### src/rtl/signal_field_parser_pkg.sv
// Shared constants and types for the SIGNAL word parser: field positions, defaults, error codes, FSM states.
// No logic; imported by the interface, the collector and the top level.
package signal_field_parser_pkg;

    localparam logic [7:0]  SIG_HDR_DEF = 8'hB1;
    localparam logic [15:0] MAX_LEN_DEF = 16'd4095;

    localparam int WORD_W   = 32;
    localparam int TYPE_W   = 4;
    localparam int LEN_W    = 16;
    localparam int HDR_LSB  = 0;
    localparam int TYPE_LSB = 8;
    localparam int LEN_LSB  = 12;
    localparam int PAR_BIT  = 28;
    localparam int TAIL_LSB = 29;

    typedef enum logic [1:0] {
        ERR_HDR  = 2'd0,
        ERR_PAR  = 2'd1,
        ERR_TAIL = 2'd2,
        ERR_LEN  = 2'd3
    } err_code_e;

    typedef enum logic [1:0] {
        ST_IDLE    = 2'd0,
        ST_COLLECT = 2'd1,
        ST_CHECK   = 2'd2
    } state_e;

    function automatic logic [TYPE_W-1:0] word_type(input logic [WORD_W-1:0] w);
        return w[TYPE_LSB +: TYPE_W];
    endfunction

    function automatic logic [LEN_W-1:0] word_len(input logic [WORD_W-1:0] w);
        return w[LEN_LSB +: LEN_W];
    endfunction

endpackage

### src/rtl/signal_field_parser_if.sv
// Serial SIGNAL input and decoded result bundle; master drives the serial side, slave is the parser.
// No flow control: serial bits are qualified by ssg_di_vld, results are single-cycle pulses.
interface signal_field_parser_if;
    import signal_field_parser_pkg::*;

    logic              new_frame;
    logic              ssg_di;
    logic              ssg_di_vld;
    logic [TYPE_W-1:0] sig_type;
    logic [LEN_W-1:0]  sig_len;
    logic              sig_vld;
    logic              sig_err;
    logic [1:0]        sig_err_code;
    logic              busy;

    modport master (
        output new_frame, ssg_di, ssg_di_vld,
        input  sig_type, sig_len, sig_vld, sig_err, sig_err_code, busy
    );

    modport slave (
        input  new_frame, ssg_di, ssg_di_vld,
        output sig_type, sig_len, sig_vld, sig_err, sig_err_code, busy
    );

endinterface

### src/rtl/signal_field_parser_sig_shift_collector.sv
// Assembles the 32-bit SIGNAL word LSB first, counts accepted bits and keeps a running XOR of bits 0..28.
// peek_o shows the word including the bit being shifted this cycle, so checks can run on the 32nd bit.
module sig_shift_collector
    import signal_field_parser_pkg::*;
(
    input  logic              clk,
    input  logic              rst,
    input  logic              start_i,
    input  logic              shift_i,
    input  logic              di_i,
    output logic [WORD_W-1:0] peek_o,
    output logic [4:0]        cnt_o,
    output logic              par_o
);

    logic [WORD_W-1:0] word_q;
    logic [4:0]        cnt_q;
    logic              par_q;

    always_ff @(posedge clk or posedge rst) begin
        if (rst) begin
            word_q <= '0;
            cnt_q  <= '0;
            par_q  <= 1'b0;
        end else if (start_i) begin
            // A new frame may carry its bit 0 in the same cycle.
            word_q <= {{(WORD_W-1){1'b0}}, shift_i & di_i};
            cnt_q  <= {4'd0, shift_i};
            par_q  <= shift_i & di_i;
        end else if (shift_i) begin
            word_q[cnt_q] <= di_i;
            cnt_q         <= cnt_q + 5'd1;
            if (cnt_q <= 5'(PAR_BIT))
                par_q <= par_q ^ di_i;
        end
    end

    always_comb begin
        peek_o = word_q;
        if (shift_i && !start_i)
            peek_o[cnt_q] = di_i;
    end

    assign cnt_o = cnt_q;
    assign par_o = par_q;

endmodule

### src/rtl/signal_field_parser.sv
// Collects a serial 32-bit SIGNAL word and checks it; sig_vld/sig_err pulse one cycle after the 32nd bit.
// new_frame aborts any word in flight; input gaps of any length are tolerated, no backpressure.
module signal_field_parser
    import signal_field_parser_pkg::*;
#(
    parameter logic [7:0]  SIG_HDR = SIG_HDR_DEF,
    parameter logic [15:0] MAX_LEN = MAX_LEN_DEF
) (
    input  logic                 ssg_clk,
    input  logic                 ssg_rst,
    signal_field_parser_if.slave bus
);

    state_e            state_q, state_d;
    logic [WORD_W-1:0] full_word;
    logic [4:0]        cnt;
    logic              par;
    logic              shift_en;
    logic              last_bit;
    logic              chk_err;
    err_code_e         chk_code;

    logic              sig_vld_q, sig_err_q, busy_q;
    logic [1:0]        sig_err_code_q;
    logic [TYPE_W-1:0] sig_type_q;
    logic [LEN_W-1:0]  sig_len_q;

    assign shift_en = bus.ssg_di_vld && (bus.new_frame || state_q == ST_COLLECT);
    assign last_bit = (state_q == ST_COLLECT) && !bus.new_frame && bus.ssg_di_vld && (cnt == 5'd31);

    sig_shift_collector u_collector (
        .clk     (ssg_clk),
        .rst     (ssg_rst),
        .start_i (bus.new_frame),
        .shift_i (shift_en),
        .di_i    (bus.ssg_di),
        .peek_o  (full_word),
        .cnt_o   (cnt),
        .par_o   (par)
    );

    always_comb begin
        state_d = state_q;
        case (state_q)
            ST_IDLE:    if (bus.new_frame) state_d = ST_COLLECT;
            ST_COLLECT: if (bus.new_frame) state_d = ST_COLLECT;
                        else if (last_bit) state_d = ST_CHECK;
            ST_CHECK:   state_d = bus.new_frame ? ST_COLLECT : ST_IDLE;
            default:    state_d = ST_IDLE;
        endcase
    end

    // Checks in priority order; the first failing one names the error.
    always_comb begin
        chk_err  = 1'b1;
        chk_code = ERR_HDR;
        if (full_word[HDR_LSB +: 8] != SIG_HDR)
            chk_code = ERR_HDR;
        else if (par)
            chk_code = ERR_PAR;
        else if (full_word[WORD_W-1:TAIL_LSB] != 3'd0)
            chk_code = ERR_TAIL;
        else if (word_len(full_word) == '0 || word_len(full_word) > MAX_LEN)
            chk_code = ERR_LEN;
        else
            chk_err = 1'b0;
    end

    // Results are registered on the 32nd bit so they are visible during the CHECK cycle.
    always_ff @(posedge ssg_clk or posedge ssg_rst) begin
        if (ssg_rst) begin
            state_q        <= ST_IDLE;
            busy_q         <= 1'b0;
            sig_vld_q      <= 1'b0;
            sig_err_q      <= 1'b0;
            sig_err_code_q <= '0;
            sig_type_q     <= '0;
            sig_len_q      <= '0;
        end else begin
            state_q   <= state_d;
            busy_q    <= (state_d != ST_IDLE);
            sig_vld_q <= 1'b0;
            sig_err_q <= 1'b0;
            if (last_bit) begin
                if (chk_err) begin
                    sig_err_q      <= 1'b1;
                    sig_err_code_q <= chk_code;
                end else begin
                    sig_vld_q  <= 1'b1;
                    sig_type_q <= word_type(full_word);
                    sig_len_q  <= word_len(full_word);
                end
            end
        end
    end

    assign bus.sig_vld      = sig_vld_q;
    assign bus.sig_err      = sig_err_q;
    assign bus.sig_err_code = sig_err_code_q;
    assign bus.sig_type     = sig_type_q;
    assign bus.sig_len      = sig_len_q;
    assign bus.busy         = busy_q;

endmodule

### src/flat_wrapper.sv
// flat-port wrapper written by rule: the top's interface ports become plain ports
module signal_field_parser_flat import signal_field_parser_pkg::*;
#(
    parameter logic [7:0]  SIG_HDR = SIG_HDR_DEF,
    parameter logic [15:0] MAX_LEN = MAX_LEN_DEF
)
  (ssg_clk, ssg_rst, bus_new_frame, bus_ssg_di, bus_ssg_di_vld, bus_sig_type, bus_sig_len, bus_sig_vld, bus_sig_err, bus_sig_err_code, bus_busy);
  signal_field_parser_if bus_i ();
  input  logic ssg_clk;
  input  logic ssg_rst;
  input wire logic [$bits(bus_i.new_frame)-1:0] bus_new_frame;
  input wire logic [$bits(bus_i.ssg_di)-1:0] bus_ssg_di;
  input wire logic [$bits(bus_i.ssg_di_vld)-1:0] bus_ssg_di_vld;
  output wire logic [$bits(bus_i.sig_type)-1:0] bus_sig_type;
  output wire logic [$bits(bus_i.sig_len)-1:0] bus_sig_len;
  output wire logic [$bits(bus_i.sig_vld)-1:0] bus_sig_vld;
  output wire logic [$bits(bus_i.sig_err)-1:0] bus_sig_err;
  output wire logic [$bits(bus_i.sig_err_code)-1:0] bus_sig_err_code;
  output wire logic [$bits(bus_i.busy)-1:0] bus_busy;
  assign bus_i.new_frame = bus_new_frame;
  assign bus_i.ssg_di = bus_ssg_di;
  assign bus_i.ssg_di_vld = bus_ssg_di_vld;
  assign bus_sig_type = bus_i.sig_type;
  assign bus_sig_len = bus_i.sig_len;
  assign bus_sig_vld = bus_i.sig_vld;
  assign bus_sig_err = bus_i.sig_err;
  assign bus_sig_err_code = bus_i.sig_err_code;
  assign bus_busy = bus_i.busy;
  signal_field_parser #(.SIG_HDR(SIG_HDR), .MAX_LEN(MAX_LEN)) u_core (.ssg_clk(ssg_clk), .ssg_rst(ssg_rst), .bus(bus_i));
endmodule
### config.mk
export PLATFORM = sky130hd
export DESIGN_NAME = signal_field_parser_flat
export DESIGN_NICKNAME = d
export VERILOG_FILES = /design/src/rtl/signal_field_parser_pkg.sv /design/src/rtl/signal_field_parser_if.sv /design/src/rtl/signal_field_parser_sig_shift_collector.sv /design/src/rtl/signal_field_parser.sv /design/src/flat_wrapper.sv
export SDC_FILE = /design/constraint.sdc
export NUM_CORES = 1
export LEC_CHECK = 0
export ABC_AREA = 1
export CAP_MARGIN = 20
export CORE_MARGIN = 2
export CORE_UTILIZATION = 30
export DETAILED_ROUTE_END_ITERATION = 10
export GPL_ROUTABILITY_DRIVEN = 0
export HOLD_SLACK_MARGIN = 0.08
export PLACE_DENSITY = 0.5
export REMOVE_ABC_BUFFERS = 1
export SYNTH_ARGS = -nofsm -noshare
export SYNTH_HDL_FRONTEND = slang
export SYNTH_HIERARCHICAL = 1
export SYNTH_SLANG_ARGS = --single-unit
### constraint.sdc
create_clock -name ssg_clk -period 2.3 [get_ports ssg_clk]
set_input_delay 0.23 -clock ssg_clk [delete_from_list [all_inputs] [get_ports ssg_clk]]
set_output_delay 0.23 -clock ssg_clk [all_outputs]
set_load 0.05 [all_outputs]
==> out/metrics.cfg <==
[outcome]
outcome=finished with violations
violations=setup timing

[sta]
holdWs_ns=0.292
setup_tns_ns=-0.701
worst_pin_slew_ns=0.527
slew_viol_final=0
hold_viol_final=0
rsz0062_at_grt=yes
finalSetupViolCount=20
finalClockSkew_ns=0.00447
min_period_ns=2.37
layout_setup_ws_ns=-0.0692
slew_headroom_pct=64.9
finalCritPeriodShare_pct=103
fmax_ghz=0.422

[place]
dpl.hpwl_um=7260
post-place-ws_ns=-0.461
placed_area_mm2=0.00485
port_buffers=29
post-place-cells=795

[routing]
postRouteWirelength_um=10500
vias_per_cell=4.55
wire_per_inst_um=12.7
drcViolationCount=0
antenna_left=0
drt_iter0_drc=223
vias=3769
first_pass_iters=4

[setup_path]
path_class=reg2reg
cp.arrival_ns=2.64
cp-start-kind=flip-flop
crit_required_ns=2.57
crit_fanout=8
cp-end-kind=flip-flop

[power]
p_leak_nw=2.92
p_per_area_mw_per_mm2=548
power_switching_mw=0.708
clock_power_share_pct=51.8
internal_power_mw=2.32
p_total_mw=3.03
netSwitchingFraction_pct=23.3
power_frac_comb_pct=10.2
peakVddDrop_mv=0.318
seqPwrFrac_pct=37.9

[floorplan]
die_x_um=116
die_area_mm2=0.0135
initial_core_util_pct=31.1
die_height_um=116
ios=30
rows=40
core_mm2=0.0121

[clocking]
ctsHoldBuffers=0
clockRootBuffer=clkbuf_16
clk_pin_slew_ns=0.06
clockBufferDepth=2
numClockSinks=64
clkLatencyLatePin_ns=0.33
htree_levels=3
cts_tree=done
numCtsBuffers=9

[global_routing]
busiest_layer=met2
gr-total-overflow=0
grt_pass1_wl_um=17300
met1_usage_pct=21.5
grt_max_degree=38
antenna_found_initial=0
met3_usage_pct=2.35
grt.met2_usage_pct=27.1
grt_usage_pct=16.3
first_global_vias=3640

[synth]
yosysWarnings=6
synthesis.area_mm2=0.00377
avgSynthCellArea_um2=7.07
syn_inst=533

[cells_and_area]
fin_cells=828
antenna_cells=0
area_growth_pct=46.9
fillers=1204
fin_area_mm2=0.00554
final_nets=664
final_core_util_pct=45.7
layout-drive-gt1-share_pct=28.0

[job]
cap_violations=0

[hold_path]
min-delay-path-class=in2async

critical path: stages, from the launching register on:
cell and delay [ns]:
dfrtp_1 0.38, buf_4 0.17, ha_4 0.18, nand2_1 0.08, inv_2 0.12, nand2_1 0.07
nand2_1 0.08, nand3_2 0.10, o21ai_4 0.07, inv_2 0.06, nor3_4 0.21, nand2_4 0.09
inv_4 0.07, nand3_4 0.13, nor2_4 0.22, buf_6 0.17, nand2_1 0.05, nand2_1 0.06
layout make-up:
type	count	area [um2]	share of cell area, %
well taps	168	210	3.80
clock buffers	10	229	4.14
repair buffers	138	1200	21.7
flip-flops and latches	64	1600	29.0
clock inverters	6	108	1.94
multi-input cells	381	1940	35.1
repair inverters	1	5.00	0.0904
inverters	60	235	4.25
state kept, by name, summed over array words and instances, names as in the netlist:
| signal | cells |
|---|---|
| u_core/bus.sig_err | 1 |
| u_core/bus.sig_len | 16 |
| u_core/u_collector/word_q | 31 |
| u_core/bus.sig_type | 4 |
| u_core/bus.sig_vld | 1 |
| u_core/u_collector/cnt_o | 5 |
| u_core/bus.sig_err_code | 2 |
| u_core/u_collector/par_o | 1 |
| u_core/bus.busy | 1 |
| u_core/state_q | 2 |
path summary, 6_finish.rpt:
kind                                                         start                                 endpoint  slack, ns  cells past startpoint
min in group ssg_clk             u_core/bus.sig_len[3]$_DFFE_PP0P_        u_core/bus.sig_len[3]$_DFFE_PP0P_       0.48                      2
max in group asynchronous                                  ssg_rst  u_core/u_collector/cnt_o[4]$_DFFE_PP0P_       1.54                      3
max reg2reg                u_core/u_collector/cnt_o[0]$_DFFE_PP0P_       u_core/bus.sig_type[1]$_DFFE_PP0P_      -0.07                     17
min                                                        ssg_rst              u_core/state_q[0]$_DFF_PP0_       0.29                      3
max                        u_core/u_collector/cnt_o[0]$_DFFE_PP0P_       u_core/bus.sig_type[1]$_DFFE_PP0P_      -0.07                     17
min reg2reg                      u_core/bus.sig_len[3]$_DFFE_PP0P_        u_core/bus.sig_len[3]$_DFFE_PP0P_       0.48                      2
power groups by stage:
| stage | clock network (mW) | logic [mW] | registers [mW] |
|---|---|---|---|
| 5_1_grt | 1.66 | 0.343 | 1.15 |
| 6_report | 1.57 | 0.311 | 1.15 |
| 2_1_floorplan | 0 | 0.120 | 1.17 |
| 3_5_place_dp | 0 | 0.273 | 1.17 |
| 3_3_place_gp | 0 | 0.271 | 1.17 |
| 4_1_cts | 1.61 | 0.288 | 1.15 |
metal layers:
metal  up-vias  routed length [um]
met4         0                 163
met2        70                5060
met3        12                 409
met5         -                   0
met1      1753                4850
li1       1934                   -
what timing repair did:
action                                  CTS  global route
cloned                                    1             4
buffers inserted                          5             7
gates resized for setup                  24            42
pin swaps                                 7            13
endpoints found under the setup margin   24            24
cell usage in the layout, fill, tap and decap left out, drive strengths merged, types with 3 or more instances in the layout:
cell type and instances:
o21ai 30, nor2 26, dfrtp 64, ha 4, nand2 216, bufinv 3
clkbuf 11, clkdlybuf4s50 29, nor3 6, nand4 22, buf 108, clkinv 4
nand3 71, inv 59
Power figures use the tool's default switching activity.
